`src/rtl/mips_mem_arbiter_pkg.sv`:
```
// mips_mem_arb_pkg: shared states, grant encoding and bus widths for the instruction/data memory arbiter.
package mips_mem_arb_pkg;
  localparam int ADDR_W = 30;
  localparam int DATA_W = 32;
  localparam logic [DATA_W-1:0] ERR_DATA_DEFAULT = 32'hDEADBEEF;
  typedef enum logic [1:0] {IDLE, BUSY, RESP} arbState;
  typedef enum logic {GNT_INST, GNT_DATA} grantPort;
endpackage

```
`src/rtl/mips_mem_arbiter_timeout.sv`:
```
// mips_mem_timeout: watchdog counting busy cycles; expired flags the LIMIT-th consecutive enabled cycle.
module mips_mem_timeout #(
  parameter int LIMIT = 255
) (
  input  logic clock,
  input  logic reset,
  input  logic clear,
  input  logic enable,
  output logic expired
);
  localparam int W = $clog2(LIMIT + 1);
  logic [W-1:0] count;
  always_ff @(posedge clock or negedge reset) begin
    if (!reset) count <= '0;
    else if (clear) count <= '0;
    else if (enable) count <= count + 1'b1;
  end
  assign expired = enable && count == W'(LIMIT - 1);
endmodule

```
`src/rtl/mips_mem_arbiter.sv`:
```
// mips_mem_arbiter: serialises instruction and data memory ports onto one req/ack memory bus.
// Define MIPS_MEM_ARB_TIMEOUT_EN to force-complete transactions whose Mem_Ack never arrives.
module mips_mem_arbiter
  import mips_mem_arb_pkg::*;
#(
  parameter int TIMEOUT_CYCLES = 255,
  parameter logic [DATA_W-1:0] ERR_DATA = ERR_DATA_DEFAULT
) (
  input  logic              clock,
  input  logic              reset,
  input  logic              DataMem_Read,
  input  logic [3:0]        DataMem_Write,
  input  logic [ADDR_W-1:0] DataMem_Address,
  input  logic [DATA_W-1:0] DataMem_Out,
  output logic [DATA_W-1:0] DataMem_In,
  output logic              DataMem_Ready,
  input  logic              InstMem_Read,
  input  logic [ADDR_W-1:0] InstMem_Address,
  output logic [DATA_W-1:0] InstMem_In,
  output logic              InstMem_Ready,
  output logic              Mem_Req,
  output logic [3:0]        Mem_We,
  output logic [ADDR_W-1:0] Mem_Address,
  output logic [DATA_W-1:0] Mem_WData,
  input  logic [DATA_W-1:0] Mem_RData,
  input  logic              Mem_Ack,
  output logic              Arb_Timeout
);
  arbState state, nextState;
  grantPort lastGrant;
  logic dataPend, instPend, pickData, timedOut, done;
  logic [DATA_W-1:0] rData;

  if (TIMEOUT_CYCLES < 1) begin : g_badTimeout
    $error("TIMEOUT_CYCLES must be at least 1");
  end

`ifdef MIPS_MEM_ARB_TIMEOUT_EN
  mips_mem_timeout #(.LIMIT(TIMEOUT_CYCLES)) watchdog (
    .clock,
    .reset,
    .clear(state != BUSY),
    .enable(state == BUSY),
    .expired(timedOut)
  );
  always_ff @(posedge clock or negedge reset) begin
    if (!reset) Arb_Timeout <= 1'b0;
    else if (state == BUSY && timedOut && !Mem_Ack) Arb_Timeout <= 1'b1;
  end
`else
  assign timedOut = 1'b0;
  assign Arb_Timeout = 1'b0;
`endif

  // Contention goes to the port opposite the previous grant; a lone requester always wins.
  always_comb begin
    dataPend = DataMem_Read | (|DataMem_Write);
    instPend = InstMem_Read;
    pickData = dataPend && (!instPend || lastGrant == GNT_INST);
    done = Mem_Ack | timedOut;
    rData = Mem_Ack ? Mem_RData : ERR_DATA;
    nextState = state == IDLE ? ((dataPend || instPend) ? BUSY : IDLE)
              : state == BUSY ? (done ? RESP : BUSY) : IDLE;
  end

  always_ff @(posedge clock or negedge reset) begin
    if (!reset) begin
      state <= IDLE;
      lastGrant <= GNT_INST;
      Mem_Req <= 1'b0;
      Mem_We <= '0;
      Mem_Address <= '0;
      Mem_WData <= '0;
      DataMem_In <= '0;
      InstMem_In <= '0;
    end else begin
      state <= nextState;
      if (state == IDLE && (dataPend || instPend)) begin
        lastGrant <= pickData ? GNT_DATA : GNT_INST;
        Mem_Req <= 1'b1;
        Mem_Address <= pickData ? DataMem_Address : InstMem_Address;
        Mem_We <= pickData ? DataMem_Write : '0;
        Mem_WData <= pickData ? DataMem_Out : '0;
      end
      if (state == BUSY && done) begin
        Mem_Req <= 1'b0;
        Mem_We <= '0;
        if (lastGrant == GNT_DATA) DataMem_In <= rData;
        else InstMem_In <= rData;
      end
    end
  end

  // lastGrant doubles as the owner of the transaction being answered in RESP.
  assign DataMem_Ready = state == RESP && lastGrant == GNT_DATA;
  assign InstMem_Ready = state == RESP && lastGrant == GNT_INST;
endmodule

```
`config.mk`:
```
export PLATFORM = sky130hd
export DESIGN_NAME = mips_mem_arbiter
export DESIGN_NICKNAME = d
export VERILOG_FILES = /design/src/rtl/mips_mem_arbiter_pkg.sv /design/src/rtl/mips_mem_arbiter_timeout.sv /design/src/rtl/mips_mem_arbiter.sv
export SDC_FILE = /design/constraint.sdc
export NUM_CORES = 1
export LEC_CHECK = 0
export BUFFER_PORTS_ARGS = -buffer_cell sky130_fd_sc_hd__clkbuf_2
export CORE_MARGIN = 5
export CORE_UTILIZATION = 41
export DETAILED_ROUTE_END_ITERATION = 8
export GPL_TIMING_DRIVEN = 0
export PLACE_DENSITY = 0.72
export SLEW_MARGIN = 40
export SYNTH_ARGS = -nofsm -noshare
export SYNTH_HDL_FRONTEND = slang
export SYNTH_SLANG_ARGS = --single-unit
```
`constraint.sdc`:
```
create_clock -name clock -period 1.6 [get_ports clock]
set_input_delay 0.08 -clock clock [delete_from_list [all_inputs] [get_ports clock]]
set_output_delay 0.08 -clock clock [all_outputs]
set_load 0.1 [all_outputs]
```
# After elaboration in Yosys (flattened, before gate mapping)
# Cells that the tools add are included.
# Widths: inputs -> output; s select.
# classes
eq_ne	2
n_mux	13
n_bitwise	2
n_reduce_logical	13
# op_table
operator	n
$mux 32	2
$mux 30	1
$mux 4	3
$mux 2	3
$logic_and 1x1->1	5
$mux 1	4
$reduce_and 2->1	2
$reduce_or 4->1	1
$eq 2x1->1 const B	1
$eq 2x2->1 const B	1
$logic_not 2->1	1
$logic_or 1x1->1	2
$reduce_bool 2->1	1
$logic_not 1->1	1
$not 1->1	1
$or 1x1->1	1
# word_totals
ff_bits	134
output_inout_bits	134
elab_cells	38

# Longest topological paths before layout
# logic_depth
word_depth	6
mapped_depth	6

# Least setup slack after synthesis
# No wires, ideal clock.
# synth_path
path_kind	register to output
start	register lastGrant
end	output InstMem_Ready
arrival_time_ps	2709
required_time_ps	1520
setup_slack_ps	-1189
stages_incl_launch_ff	2
n_path_buf	0
path_cell_list	dfrtp_1 > nor3b_1
# synth_via
elab_chain_cells	2
# synth_rtl
element	line	rtl
start: declaration	mips_mem_arbiter.sv:30	grantPort lastGrant;
start signal: assignment	mips_mem_arbiter.sv:79	lastGrant <= pickData ? GNT_DATA : GNT_INST;
$not 1->1	mips_mem_arbiter.sv:96	assign InstMem_Ready = state == RESP && lastGrant == GNT_INST;
$logic_and 1x1->1	mips_mem_arbiter.sv:96	
end: declaration	mips_mem_arbiter.sv:20	output logic InstMem_Ready,
# Every way passes these cells.

# Final worst setup path
# layout_path
start	register state[1]
end	register InstMem_In[24]
# layout_via
elab_chain_cells	3
# layout_rtl
element	line	rtl
start: declaration	mips_mem_arbiter.sv:29	arbState state, nextState;
start signal: assignment	mips_mem_arbiter.sv:77	state <= nextState;
$eq 2x1->1	mips_mem_arbiter.sv:85	if (state == BUSY && done) begin
$logic_and 1x1->1	mips_mem_arbiter.sv:85	
$reduce_and 2->1 (no line)	n/a	
end signal: assignment	mips_mem_arbiter.sv:89	else InstMem_In <= rData;
end: declaration	mips_mem_arbiter.sv:19	output logic [DATA_W-1:0] InstMem_In,
# Every way passes these cells.
# A chain may end at the register's enable or synchronous reset.

==> summary.txt <==
Status
  – Status: finished with violations
  – Failing checks: setup timing

STA
  – PnR worst setup slack: -0.0884 ns
  – Max_slew headroom: 55.4%
  – RSZ-0062 raised after global routing: true
  – Final Hold Fails: 0
  – Setup violators final: 31
  – Worst hold slack: 0.00582 ns
  – Crit share post-route: 106%
  – Max Slew Vio Count: 0
  – Worst Skew: 0.0138 ns
  – Min Tclk post-route: 1.69 ns
  – Tightest Pin Transition: 0.663 ns
  – Maximum clock rate: 592 MHz

Hold path
  – HP Class: primary input to flop

Detailed routing
  – First-pass detailed-route iteration total: 4
  – Drt via density: 4.84
  – Antenna viol nets, final: 0
  – Total number of vias: 4679
  – WL/cell: 18.0 microns
  – WL final: 17400 microns
  – Iter 0 DRT Violations: 173
  – Final routed DRC violation total: 0

Setup path
  – Critical path type: flop to flop
  – Worst path arrival time: 1.97 ns
  – WP data required: 1.88 ns
  – Worst setup SP type: flop
  – Max FO, Critical Path: 7
  – Worst Setup End Kind: flop

CTS
  – CTS tree: built
  – CTS root buf: clkbuf_16
  – Clock-pin slew of the registers on the worst-case setup and hold paths: 0.06 ns
  – Clk buf depth: 2
  – H-tree Lvls: 4
  – TritonCTS buffer count: 17
  – CTS sink count: 134
  – Skew-Pair Late Insertion Delay: 0.41 ns

Yosys
  – Area contributors post-synth: dfrtp_1 (62%), mux2_4 (8.3%), mux2_2 (6.7%), a22o_1 (6.0%), mux2i_1 (5.6%)
  – Mapped Nets: 503
  – Leading area contributor after synthesis: dfrtp_1
  – Distinct cells, synth: 29
  – Top cell type's share of synthesized area: 62.1%
  – Post-Syn Area: 0.00540 sq mm
  – Mean Syn Cell Area: 14.6 sq um
  – Syn. warnings: 0
  – #FFs+latches synth: 134
  – Synth Instances: 370
  – Sequential area share after synthesis: 62.1%

Cells and area
  – Most frequent cells in the layout: clkbuf_2 (262), dfrtp_1 (131), dlygate4sd3_1 (104)
  – Seq. cell area: 0.00336 sq mm
  – Multi-input gate area: 0.00199 sq mm
  – Layout fillers: 884
  – Share of layout cells above drive strength 1: 52.7%
  – Nets@finish: 911
  – Leading cell type in the layout, fill and taps excluded: clkbuf_2
  – ANT cells: 0
  – Syn-to-layout area delta: 69.5%

GRT
  – Grt total ovfl: 0
  – Top Usage Layer GRT: met2
  – Vias in the first global route: 5412
  – Met2 usage in global routing: 37.8%
  – Global-route wire length before repair: 27900 microns
  – Global Route met3 Usage: 7.08%
  – GR Util met1: 24.9%
  – GRT Util Overall: 22.0%
  – Initial antenna violation count: 0
  – Pin count of the biggest net entering global routing: 60

Floorplanning
  – Placement Rows: 42
  – Die height: 125 microns
  – I/O pins: 267
  – Die X: 125 microns
  – Initial core utilization: 41.3%
  – Core area: 0.0131 sq mm
  – Die ar.: 0.0156 sq mm

Place
  – Pre-CTS WS: -0.324 ns
  – Port buffer count: 265
  – Final GP Congestion: 0.812
  – HPWL after detailed placement: 11200 microns

Flow run
  – Max Cap Viol: 0
per-layer routing:
metal / share of wire [%] / vias to the layer above
li1: - / 2143
met1: 39 / 2258
met2: 49 / 221
met3: 7.7 / 57
met4: 3.8 / 0
met5: 0 / -
worst max-delay path, cell delays in order, from the launching register on:
cell and delay (ns):
dfrtp_2 0.41, nand2b_4 0.14, or2_4 0.28, nor2_4 0.13, buf_12 0.15, clkbuf_16 0.16
mux2_4 0.30
Yosys cell counts, drive strengths merged:
master / instances
mux2i: 30
nor3b: 1
a21o: 1
nor3: 2
clkbuf: 7
buf: 16
or2: 1
nand2: 5
and3b: 1
dfrtp: 134
inv: 2
nor4: 1
o21ai: 1
mux2: 64
a22o: 37
conb: 1
nand2b: 1
nor2: 34
a21boi: 1
a21oi: 30
registers in the layout, summed over array words and instances, names as in the netlist:
signal       flops
Mem_Address     30
DataMem_In      32
state            2
Mem_Req          1
lastGrant        1
InstMem_In      32
Mem_WData       32
Mem_We           4
layout make-up:
type / count / share of cell area [%]
clock buffers: 21 / 5.14
flip-flops and latches: 134 / 36.6
clock inverters: 11 / 1.87
well taps: 176 / 2.40
multi-input cells: 211 / 21.8
plain buffers: 22 / 2.61
inverters: 2 / 0.137
repair buffers: 390 / 29.4
final timing paths:
path	startpoint	endpoint	slack, ns	cells after the start
max in group asynchronous	reset	Mem_Address[5]$_DFFE_PN0P_	0.63	4
worst min-delay path	DataMem_Address[14]	Mem_Address[14]$_DFFE_PN0P_	0.006	3
worst max register to register	state[1]$_DFF_PN0_	InstMem_In[24]$_DFFE_PN0P_	-0.09	6
worst min register to register	Mem_Req$_DFFE_PN0P_	Mem_Req$_DFFE_PN0P_	0.49	2
worst max-delay path	state[1]$_DFF_PN0_	InstMem_In[24]$_DFFE_PN0P_	-0.09	6
min in group asynchronous	reset	Mem_WData[15]$_DFFE_PN0P_	0.11	2
metrics by stage:
| step | utilization [%] | area, sq um | std cells | setup TNS (ns) |
|---|---|---|---|---|
| floorplan | - | 5420 | 370 | 0 |
| global placement | 53.2 | 6960 | 811 | -224.48 |
| detailed placement | 53.7 | 7030 | 813 | -20.88 |
| CTS | 68.1 | 8920 | 959 | -2.21 |
| global route | 70.0 | 9160 | 967 | -4.51 |
| finish | 70.0 | 9160 | 967 | -1.78 |
kinds of logic after synthesis:
logic type	share of synthesized area, %
AO/OA/AOI/OAI	9.15
AND/OR/NAND/NOR	4.10
multiplexers	21.0
buffers and inverters	3.66
flip-flops	62.1
other	0.0694
repair_timing:
action	in CTS	in global routing
pin swaps	2	3
hold endpoints to repair	194	0
hold buffers	104	0
cloned	3	3
buffers inserted	7	6
resized for setup	32	50
setup endpoints to repair	124	118
Power is left out: the tool's default activity adds up to more than one toggle a clock period on the data nets, which glitch-free logic cannot reach.
